<file path="config.mk">
export PLATFORM = sky130hd
export DESIGN_NAME = xge_tx_pkt_arbiter_flat
export DESIGN_NICKNAME = d
export VERILOG_FILES = /design/src/rtl/xge_tx_pkt_arbiter_if.sv /design/src/rtl/xge_tx_pkt_arbiter.sv /design/src/flat_wrapper.sv
export SDC_FILE = /design/constraint.sdc
export NUM_CORES = 1
export LEC_CHECK = 0
export BUFFER_PORTS_ARGS = -buffer_cell sky130_fd_sc_hd__buf_2
export CORE_ASPECT_RATIO = 0.6
export CORE_MARGIN = 2
export CORE_UTILIZATION = 41
export DETAILED_ROUTE_END_ITERATION = 6
export HOLD_SLACK_MARGIN = 0.03
export PLACE_DENSITY_LB_ADDON = 0.05
export RECOVER_POWER = 25
export SYNTH_ARGS = -nofsm -noshare
export SYNTH_HDL_FRONTEND = slang
export SYNTH_SLANG_ARGS = --single-unit
</file>
<file path="constraint.sdc">
create_clock -name clk_156m25 -period 3.7 [get_ports clk_156m25]
set_clock_uncertainty 0.1 [all_clocks]
set_input_delay 0.555 -clock clk_156m25 [delete_from_list [all_inputs] [get_ports clk_156m25]]
set_output_delay 0.555 -clock clk_156m25 [all_outputs]
set_load 0.05 [all_outputs]
</file>
<file path="src/rtl/xge_tx_pkt_arbiter_if.sv">
// ---------------------------------------------------------------------------
// xge_tx_pkt_arbiter_if
// Bundles the per-source packet inputs and the MAC transmit packet bus that
// the arbiter sits between.
//   master : the arbiter (consumes src_*, drives src_rdy and pkt_tx_*)
//   slave  : the surrounding sources / MAC (drives src_*, pkt_tx_full)
// Signals:
//   src_val/sop/eop [NUM_SRC]   per-source beat qualifiers
//   src_mod  [3*NUM_SRC]        slice i = [3i+2:3i]
//   src_data [64*NUM_SRC]       slice i = [64i+63:64i]
//   src_rdy  [NUM_SRC]          beat accepted when src_val[i] & src_rdy[i]
//   pkt_tx_full                 MAC TX FIFO backpressure
//   pkt_tx_val/sop/eop/mod/data registered beat towards the MAC
// ---------------------------------------------------------------------------
interface xge_tx_pkt_arbiter_if #(
    parameter int NUM_SRC = 2
);
    logic [NUM_SRC-1:0]    src_val;
    logic [NUM_SRC-1:0]    src_sop;
    logic [NUM_SRC-1:0]    src_eop;
    logic [3*NUM_SRC-1:0]  src_mod;
    logic [64*NUM_SRC-1:0] src_data;
    logic [NUM_SRC-1:0]    src_rdy;
    logic                  pkt_tx_full;
    logic                  pkt_tx_val;
    logic                  pkt_tx_sop;
    logic                  pkt_tx_eop;
    logic [2:0]            pkt_tx_mod;
    logic [63:0]           pkt_tx_data;

    modport master (
        input  src_val, src_sop, src_eop, src_mod, src_data, pkt_tx_full,
        output src_rdy, pkt_tx_val, pkt_tx_sop, pkt_tx_eop, pkt_tx_mod, pkt_tx_data
    );

    modport slave (
        output src_val, src_sop, src_eop, src_mod, src_data, pkt_tx_full,
        input  src_rdy, pkt_tx_val, pkt_tx_sop, pkt_tx_eop, pkt_tx_mod, pkt_tx_data
    );
endinterface

</file>
<file path="src/rtl/xge_tx_pkt_arbiter.sv">
// ---------------------------------------------------------------------------
// xge_tx_pkt_arbiter
// Round-robin packet arbiter sharing the single XGE MAC TX packet interface
// between NUM_SRC sources. Ownership changes only on packet boundaries.
// Ports:
//   clk_156m25      core clock
//   reset_156m25_n  asynchronous active-low reset (released synchronously)
//   bus             xge_tx_pkt_arbiter_if.master (sources in, MAC out)
//   grant           one-hot current owner, 0 when idle
//   err             1-cycle framing-error pulse (orphan beat / SOP mid-packet)
//   pkt_cnt         packets forwarded (EOP beats sent), wraps silently
// ---------------------------------------------------------------------------
module xge_tx_pkt_arbiter #(
    parameter int NUM_SRC = 2,
    parameter int CNT_W   = 32
) (
    input  logic                 clk_156m25,
    input  logic                 reset_156m25_n,
    xge_tx_pkt_arbiter_if.master bus,
    output logic [NUM_SRC-1:0]   grant,
    output logic                 err,
    output logic [CNT_W-1:0]     pkt_cnt
);
    localparam int IDX_W = $clog2(NUM_SRC);

    typedef enum logic [0:0] {IDLE = 1'b0, BUSY = 1'b1} state_t;

    // Returns {found, index} of the first requester after ptr, scanning upward with wrap.
    function automatic logic [IDX_W:0] rr_pick(input logic [NUM_SRC-1:0] req,
                                               input logic [IDX_W-1:0]   ptr);
        logic [IDX_W:0] res;
        logic           found;
        int             idx;
        res   = '0;
        found = 1'b0;
        for (int k = 1; k <= NUM_SRC; k++) begin
            idx = int'(ptr) + k;
            if (idx >= NUM_SRC) begin
                idx = idx - NUM_SRC;
            end
            if (!found && req[idx]) begin
                found = 1'b1;
                res   = {1'b1, IDX_W'(idx)};
            end
        end
        return res;
    endfunction

    logic [1:0]         rst_sync_r;
    logic               rst_ok_s;
    state_t             state_r;
    logic [IDX_W-1:0]   ptr_r;
    logic [NUM_SRC-1:0] grant_r;
    logic               first_r;
    logic               err_r;
    logic [CNT_W-1:0]   pkt_cnt_r;
    logic               tx_val_r;
    logic               tx_sop_r;
    logic               tx_eop_r;
    logic [2:0]         tx_mod_r;
    logic [63:0]        tx_data_r;

    logic [NUM_SRC-1:0] cand_s;
    logic [NUM_SRC-1:0] orphan_s;
    logic [NUM_SRC-1:0] src_rdy_s;
    logic [IDX_W:0]     pick_s;
    logic               accept_s;
    logic               beat_sop_s;
    logic               beat_eop_s;
    logic [2:0]         beat_mod_s;
    logic [63:0]        beat_data_s;
    logic               orphan_err_s;
    logic               sop_err_s;

    // Reset synchronizer: assertion is immediate, release lines up with the clock.
    always_ff @(posedge clk_156m25 or negedge reset_156m25_n) begin
        if (!reset_156m25_n) begin
            rst_sync_r <= 2'b00;
        end else begin
            rst_sync_r <= {rst_sync_r[0], 1'b1};
        end
    end

    assign rst_ok_s = rst_sync_r[1];

    // Request decode and round-robin winner selection.
    always_comb begin
        cand_s   = bus.src_val & bus.src_sop;
        orphan_s = bus.src_val & ~bus.src_sop;
        pick_s   = rr_pick(cand_s, ptr_r);
    end

    // Ready: orphans drain while idle, only the owner is served while busy.
    always_comb begin
        src_rdy_s = '0;
        if (!rst_ok_s) begin
            src_rdy_s = '0;
        end else if (state_r == IDLE) begin
            src_rdy_s = orphan_s;
        end else begin
            src_rdy_s[ptr_r] = ~bus.pkt_tx_full;
        end
    end

    assign bus.src_rdy = src_rdy_s;

    // Owner beat mux and error detection; in BUSY the pointer is the owner index.
    always_comb begin
        beat_sop_s   = bus.src_sop[ptr_r];
        beat_eop_s   = bus.src_eop[ptr_r];
        beat_mod_s   = bus.src_mod[32'(ptr_r) * 32'd3 +: 3];
        beat_data_s  = bus.src_data[{ptr_r, 6'd0} +: 64];
        accept_s     = (state_r == BUSY) && bus.src_val[ptr_r] && src_rdy_s[ptr_r];
        orphan_err_s = (state_r == IDLE) && (|src_rdy_s);
        sop_err_s    = accept_s && beat_sop_s && !first_r;
    end

    // Arbitration FSM with registered MAC beat, grant, error and counter.
    always_ff @(posedge clk_156m25 or negedge rst_ok_s) begin
        if (!rst_ok_s) begin
            state_r   <= IDLE;
            ptr_r     <= IDX_W'(NUM_SRC - 1);
            grant_r   <= '0;
            first_r   <= 1'b0;
            err_r     <= 1'b0;
            pkt_cnt_r <= '0;
            tx_val_r  <= 1'b0;
            tx_sop_r  <= 1'b0;
            tx_eop_r  <= 1'b0;
            tx_mod_r  <= 3'd0;
            tx_data_r <= 64'd0;
        end else begin
            err_r    <= orphan_err_s | sop_err_s;
            tx_val_r <= accept_s;
            if (accept_s) begin
                tx_sop_r  <= beat_sop_s;
                tx_eop_r  <= beat_eop_s;
                tx_mod_r  <= beat_eop_s ? beat_mod_s : 3'd0;
                tx_data_r <= beat_data_s;
            end else begin
                tx_sop_r  <= 1'b0;
                tx_eop_r  <= 1'b0;
                tx_mod_r  <= 3'd0;
                tx_data_r <= 64'd0;
            end
            case (state_r)
                IDLE: begin
                    if (pick_s[IDX_W]) begin
                        state_r <= BUSY;
                        ptr_r   <= pick_s[IDX_W-1:0];
                        grant_r <= {{(NUM_SRC-1){1'b0}}, 1'b1} << pick_s[IDX_W-1:0];
                        first_r <= 1'b1;
                    end else begin
                        state_r <= IDLE;
                    end
                end
                BUSY: begin
                    if (accept_s) begin
                        first_r <= 1'b0;
                        if (beat_eop_s) begin
                            state_r   <= IDLE;
                            grant_r   <= '0;
                            pkt_cnt_r <= pkt_cnt_r + CNT_W'(1);
                        end else begin
                            state_r <= BUSY;
                        end
                    end else begin
                        state_r <= BUSY;
                    end
                end
                default: begin
                    state_r <= IDLE;
                    grant_r <= '0;
                end
            endcase
        end
    end

    assign bus.pkt_tx_val  = tx_val_r;
    assign bus.pkt_tx_sop  = tx_sop_r;
    assign bus.pkt_tx_eop  = tx_eop_r;
    assign bus.pkt_tx_mod  = tx_mod_r;
    assign bus.pkt_tx_data = tx_data_r;
    assign grant           = grant_r;
    assign err             = err_r;
    assign pkt_cnt         = pkt_cnt_r;
endmodule

</file>
<file path="src/flat_wrapper.sv">
// flat-port wrapper written by rule: the top's interface ports become plain ports
module xge_tx_pkt_arbiter_flat 
#(
    parameter int NUM_SRC = 2,
    parameter int CNT_W   = 32
)
  (clk_156m25, reset_156m25_n, grant, err, pkt_cnt, bus_src_val, bus_src_sop, bus_src_eop, bus_src_mod, bus_src_data, bus_pkt_tx_full, bus_src_rdy, bus_pkt_tx_val, bus_pkt_tx_sop, bus_pkt_tx_eop, bus_pkt_tx_mod, bus_pkt_tx_data);
  xge_tx_pkt_arbiter_if #(.NUM_SRC(NUM_SRC)) bus_i ();
  input  logic clk_156m25;
  input  logic reset_156m25_n;
  output logic [NUM_SRC-1:0] grant;
  output logic err;
  output logic [CNT_W-1:0] pkt_cnt;
  input wire logic [$bits(bus_i.src_val)-1:0] bus_src_val;
  input wire logic [$bits(bus_i.src_sop)-1:0] bus_src_sop;
  input wire logic [$bits(bus_i.src_eop)-1:0] bus_src_eop;
  input wire logic [$bits(bus_i.src_mod)-1:0] bus_src_mod;
  input wire logic [$bits(bus_i.src_data)-1:0] bus_src_data;
  input wire logic [$bits(bus_i.pkt_tx_full)-1:0] bus_pkt_tx_full;
  output wire logic [$bits(bus_i.src_rdy)-1:0] bus_src_rdy;
  output wire logic [$bits(bus_i.pkt_tx_val)-1:0] bus_pkt_tx_val;
  output wire logic [$bits(bus_i.pkt_tx_sop)-1:0] bus_pkt_tx_sop;
  output wire logic [$bits(bus_i.pkt_tx_eop)-1:0] bus_pkt_tx_eop;
  output wire logic [$bits(bus_i.pkt_tx_mod)-1:0] bus_pkt_tx_mod;
  output wire logic [$bits(bus_i.pkt_tx_data)-1:0] bus_pkt_tx_data;
  assign bus_i.src_val = bus_src_val;
  assign bus_i.src_sop = bus_src_sop;
  assign bus_i.src_eop = bus_src_eop;
  assign bus_i.src_mod = bus_src_mod;
  assign bus_i.src_data = bus_src_data;
  assign bus_i.pkt_tx_full = bus_pkt_tx_full;
  assign bus_src_rdy = bus_i.src_rdy;
  assign bus_pkt_tx_val = bus_i.pkt_tx_val;
  assign bus_pkt_tx_sop = bus_i.pkt_tx_sop;
  assign bus_pkt_tx_eop = bus_i.pkt_tx_eop;
  assign bus_pkt_tx_mod = bus_i.pkt_tx_mod;
  assign bus_pkt_tx_data = bus_i.pkt_tx_data;
  xge_tx_pkt_arbiter #(.NUM_SRC(NUM_SRC), .CNT_W(CNT_W)) u_core (.clk_156m25(clk_156m25), .reset_156m25_n(reset_156m25_n), .bus(bus_i), .grant(grant), .err(err), .pkt_cnt(pkt_cnt));
endmodule
</file>
==> impl_metrics.ini <==
[status]
status = complete, no violations

[die]
initial_core_util_pct = 41.82
dieArea_um2 = 12350
chipHeight_um = 86.88
boundaryPins = 250
die_w_um = 142.1
num_rows = 30
core-area_um2 = 11220

[yosys]
synth_fa_ha_area_share_pct = 0.2666
muxShareOfSynthArea_pct = 14.93
synth_compound_area_share_pct = 1.440
ys_warn_count = 0
netlist-cell-type-count = 39
yosys-top-cells-count = dfrtp_1 (109), nor2_1 (75), mux2i_1 (70)
yosysTopAreaCellShare_pct = 58.12
synth-edff-count = 0
synth_top_family_by_area = simple AND/OR/NAND/NOR gates
netlist_area_um2 = 4693
synth_simple_gate_area_share_pct = 16.16
async_flop_share_pct = 100.0
syn_nets = 551
seq_area_frac_synth_pct = 58.68
synthXorXnorAreaFrac_pct = 5.785
synth.area.top_cells = dfrtp_1 (58%), mux2i_1 (15%), nor2_1 (6.0%), xnor2_1 (5.6%), nand4_1 (2.8%)
yosys.area.top_type = dfrtp_1
ys_seq_elements = 110
syn_inst = 407
yosysMostFrequentCell = dfrtp_1
avgSynthCellArea_um2 = 11.53
ys.flop_type = dfrtp_1

[routing]
vias = 3914
via_per_inst = 4.899
drt-total-wl_mm = 12.81
first_pass_iters = 4
drc_errors = 0
ant_nets = 0
wl_per_cell_um = 16.03
drt_iter0_markers = 128

[clocking]
htree_num_levels = 3
clkLatencyLatePin_ns = 0.34
cts_tree = done
root_buffer = clkbuf_16
cts.sinks = 110
numCtsBuffers = 9
cts_resized = 0
clk_pin_slew_ns = 0.06
cts.path.max_buffers = 2
ctsHoldBuffers = 1
post_cts_buffers = 0

[cells_and_area]
fin_nets = 796
syn_to_final_growth_pct = 36.74
antenna-diode-count = 0
drive_gt1_share_pct = 41.83

[timing]
fin_crit_ns = 2.569
rsz0062_at_grt = false
worst_pin_slew_ns = 0.9301
hold_slack_ns = 0.2498
hold_violations = 0
slew_violations = 0
relSlewSlack_pct = 37.53
fin_ws_ns = 1.131
finalSetupViolCount = 0
tns_ns = 0
fmax_mhz = 389.3
period_share_pct = 69.43

[global_routing]
grt_usage_pct = 21.18
grt_start_max_net_pins = 70
antenna_found_initial = 0
gr-total-overflow = 0
grt_pass1_vias = 3951
grt_pass1_wl_mm = 20.09

[critical_path]
arrival_ns = 1.91
required_ns = 3.04
path_max_fanout = 69
worstSetupEndpointType = output port
critPathKind = flop to output port
crit_chain = buf_4 -> o21a_1 -> buf_2
cp_slowest_stage_delay_ns = 0.67
cp_num_buf_inv = 2
slowest_stage = buf_4
crit_family = buffers and inverters
start_kind = flop

[pwr]
power.leakage_nw = 3.510
vdd_drop_max_uv = 268.3
total_power_mw = 3.628
power_density_nw_per_um2 = 565.3

[min_path]
hold_path_class = flop to flop

[placement]
gp_congestion = 0.8080
dp_hpwl_mm = 9.569
port_buffers = 249
pre_cts_ws_ns = 1.150

[job]
max_cap_violations = 0
where the power goes:
part | internal (mW) | total, mW | switching [mW] | leakage (nW)
Sequential | 1.32 | 1.45 | 0.126 | 1.50
Combinational | 0.398 | 1.12 | 0.727 | 1.85
Clock | 0.654 | 1.06 | 0.402 | 0.155
path summary, 6_finish.rpt:
check / startpoint / end / slack (ns) / cells after the start
max in group asynchronous: u_core.rst_sync_r[1] / u_core.bus.pkt_tx_data[61] / 2.49 / 1
hold reg to reg: u_core.rst_sync_r[0] / u_core.rst_sync_r[1] / 0.25 / 0
setup reg to reg: u_core.ptr_r / u_core.pkt_cnt[13] / 1.22 / 5
setup / recovery: u_core.rst_sync_r[1] / bus_src_rdy[1] / 1.13 / 3
min in group asynchronous: u_core.rst_sync_r[1] / u_core.bus.pkt_tx_val / 0.30 / 1
hold / removal: u_core.rst_sync_r[0] / u_core.rst_sync_r[1] / 0.25 / 0
worst register-to-register path, stage by stage, from the launching register on:
cell     delay (ns)
dfstp_4        0.87
mux2i_1        0.23
or3_1          0.56
inv_2          0.26
nand4_1        0.15
xnor2_1        0.22
layout make-up:
| cell class | instances | area, um2 |
|---|---|---|
| clock inverter | 4 | 97.59 |
| timing repair buffer | 255 | 1305 |
| clock buffer | 10 | 229.0 |
| multi-input combinational | 268 | 1814 |
| sequential | 110 | 2761 |
| fill | 1001 | 4806 |
| inverter | 8 | 30.03 |
| tap | 144 | 180.2 |
per-stage QoR:
| step | cell area, um2 | cells | utilization (%) |
|---|---|---|---|
| 6_report | 6417 | 799 | 57.18 |
| 5_1_grt | 6417 | 799 | 57.18 |
| 4_1_cts | 6419 | 799 | 57.19 |
| 3_5_place_dp | 6082 | 784 | 54.19 |
| 3_3_place_gp | 6082 | 784 | 54.19 |
| 2_1_floorplan | 4695 | 407 | - |
kinds of logic after synthesis:
logic type | count (synthesis)
and+or+nand+nor | 155
muxes | 70
buffers and inverters | 29
AOI/OAI and AO/OA | 10
other | 1
DFF | 110
adders and majority gates | 1
xor gates and xnor gates | 31
flip-flops by register name, indices dropped and copies added (netlist names):
name,cells
u_core.bus.pkt_tx_mod,3
u_core.grant,2
u_core.bus.pkt_tx_eop,1
u_core.state_r,1
u_core.bus.pkt_tx_val,1
u_core.first_r,1
u_core.pkt_cnt,32
u_core.bus.pkt_tx_sop,1
u_core.ptr_r,1
u_core.bus.pkt_tx_data,64
u_core.err,1
u_core.rst_sync_r,2
routing by layer:
layer | part of all wire, % | routed length, um | track usage (%) | vias up
met3 | 9.2 | 1178 | 8.246 | 12
met5 | 0 | 0 | 0 | -
met2 | 47 | 6030 | 34.21 | 154
met4 | 1.3 | 168 | 5.636 | 0
met1 | 42 | 5430 | 27.00 | 1880
li1 | - | - | - | 1868
layout by cell type, fill, tap and decap left out, types with 5 or more instances in the layout:
cell and n:
and3_1 5, buf_2 248, clkbuf_16 9, dfrtp_1 108
inv_1 7, mux2i_1 70, nand2_1 15, nand3_1 15
nand4_1 21, nor2_1 75, nor3_1 5, xnor2_1 30
No activity file was read; power rests on OpenSTA's default activity.
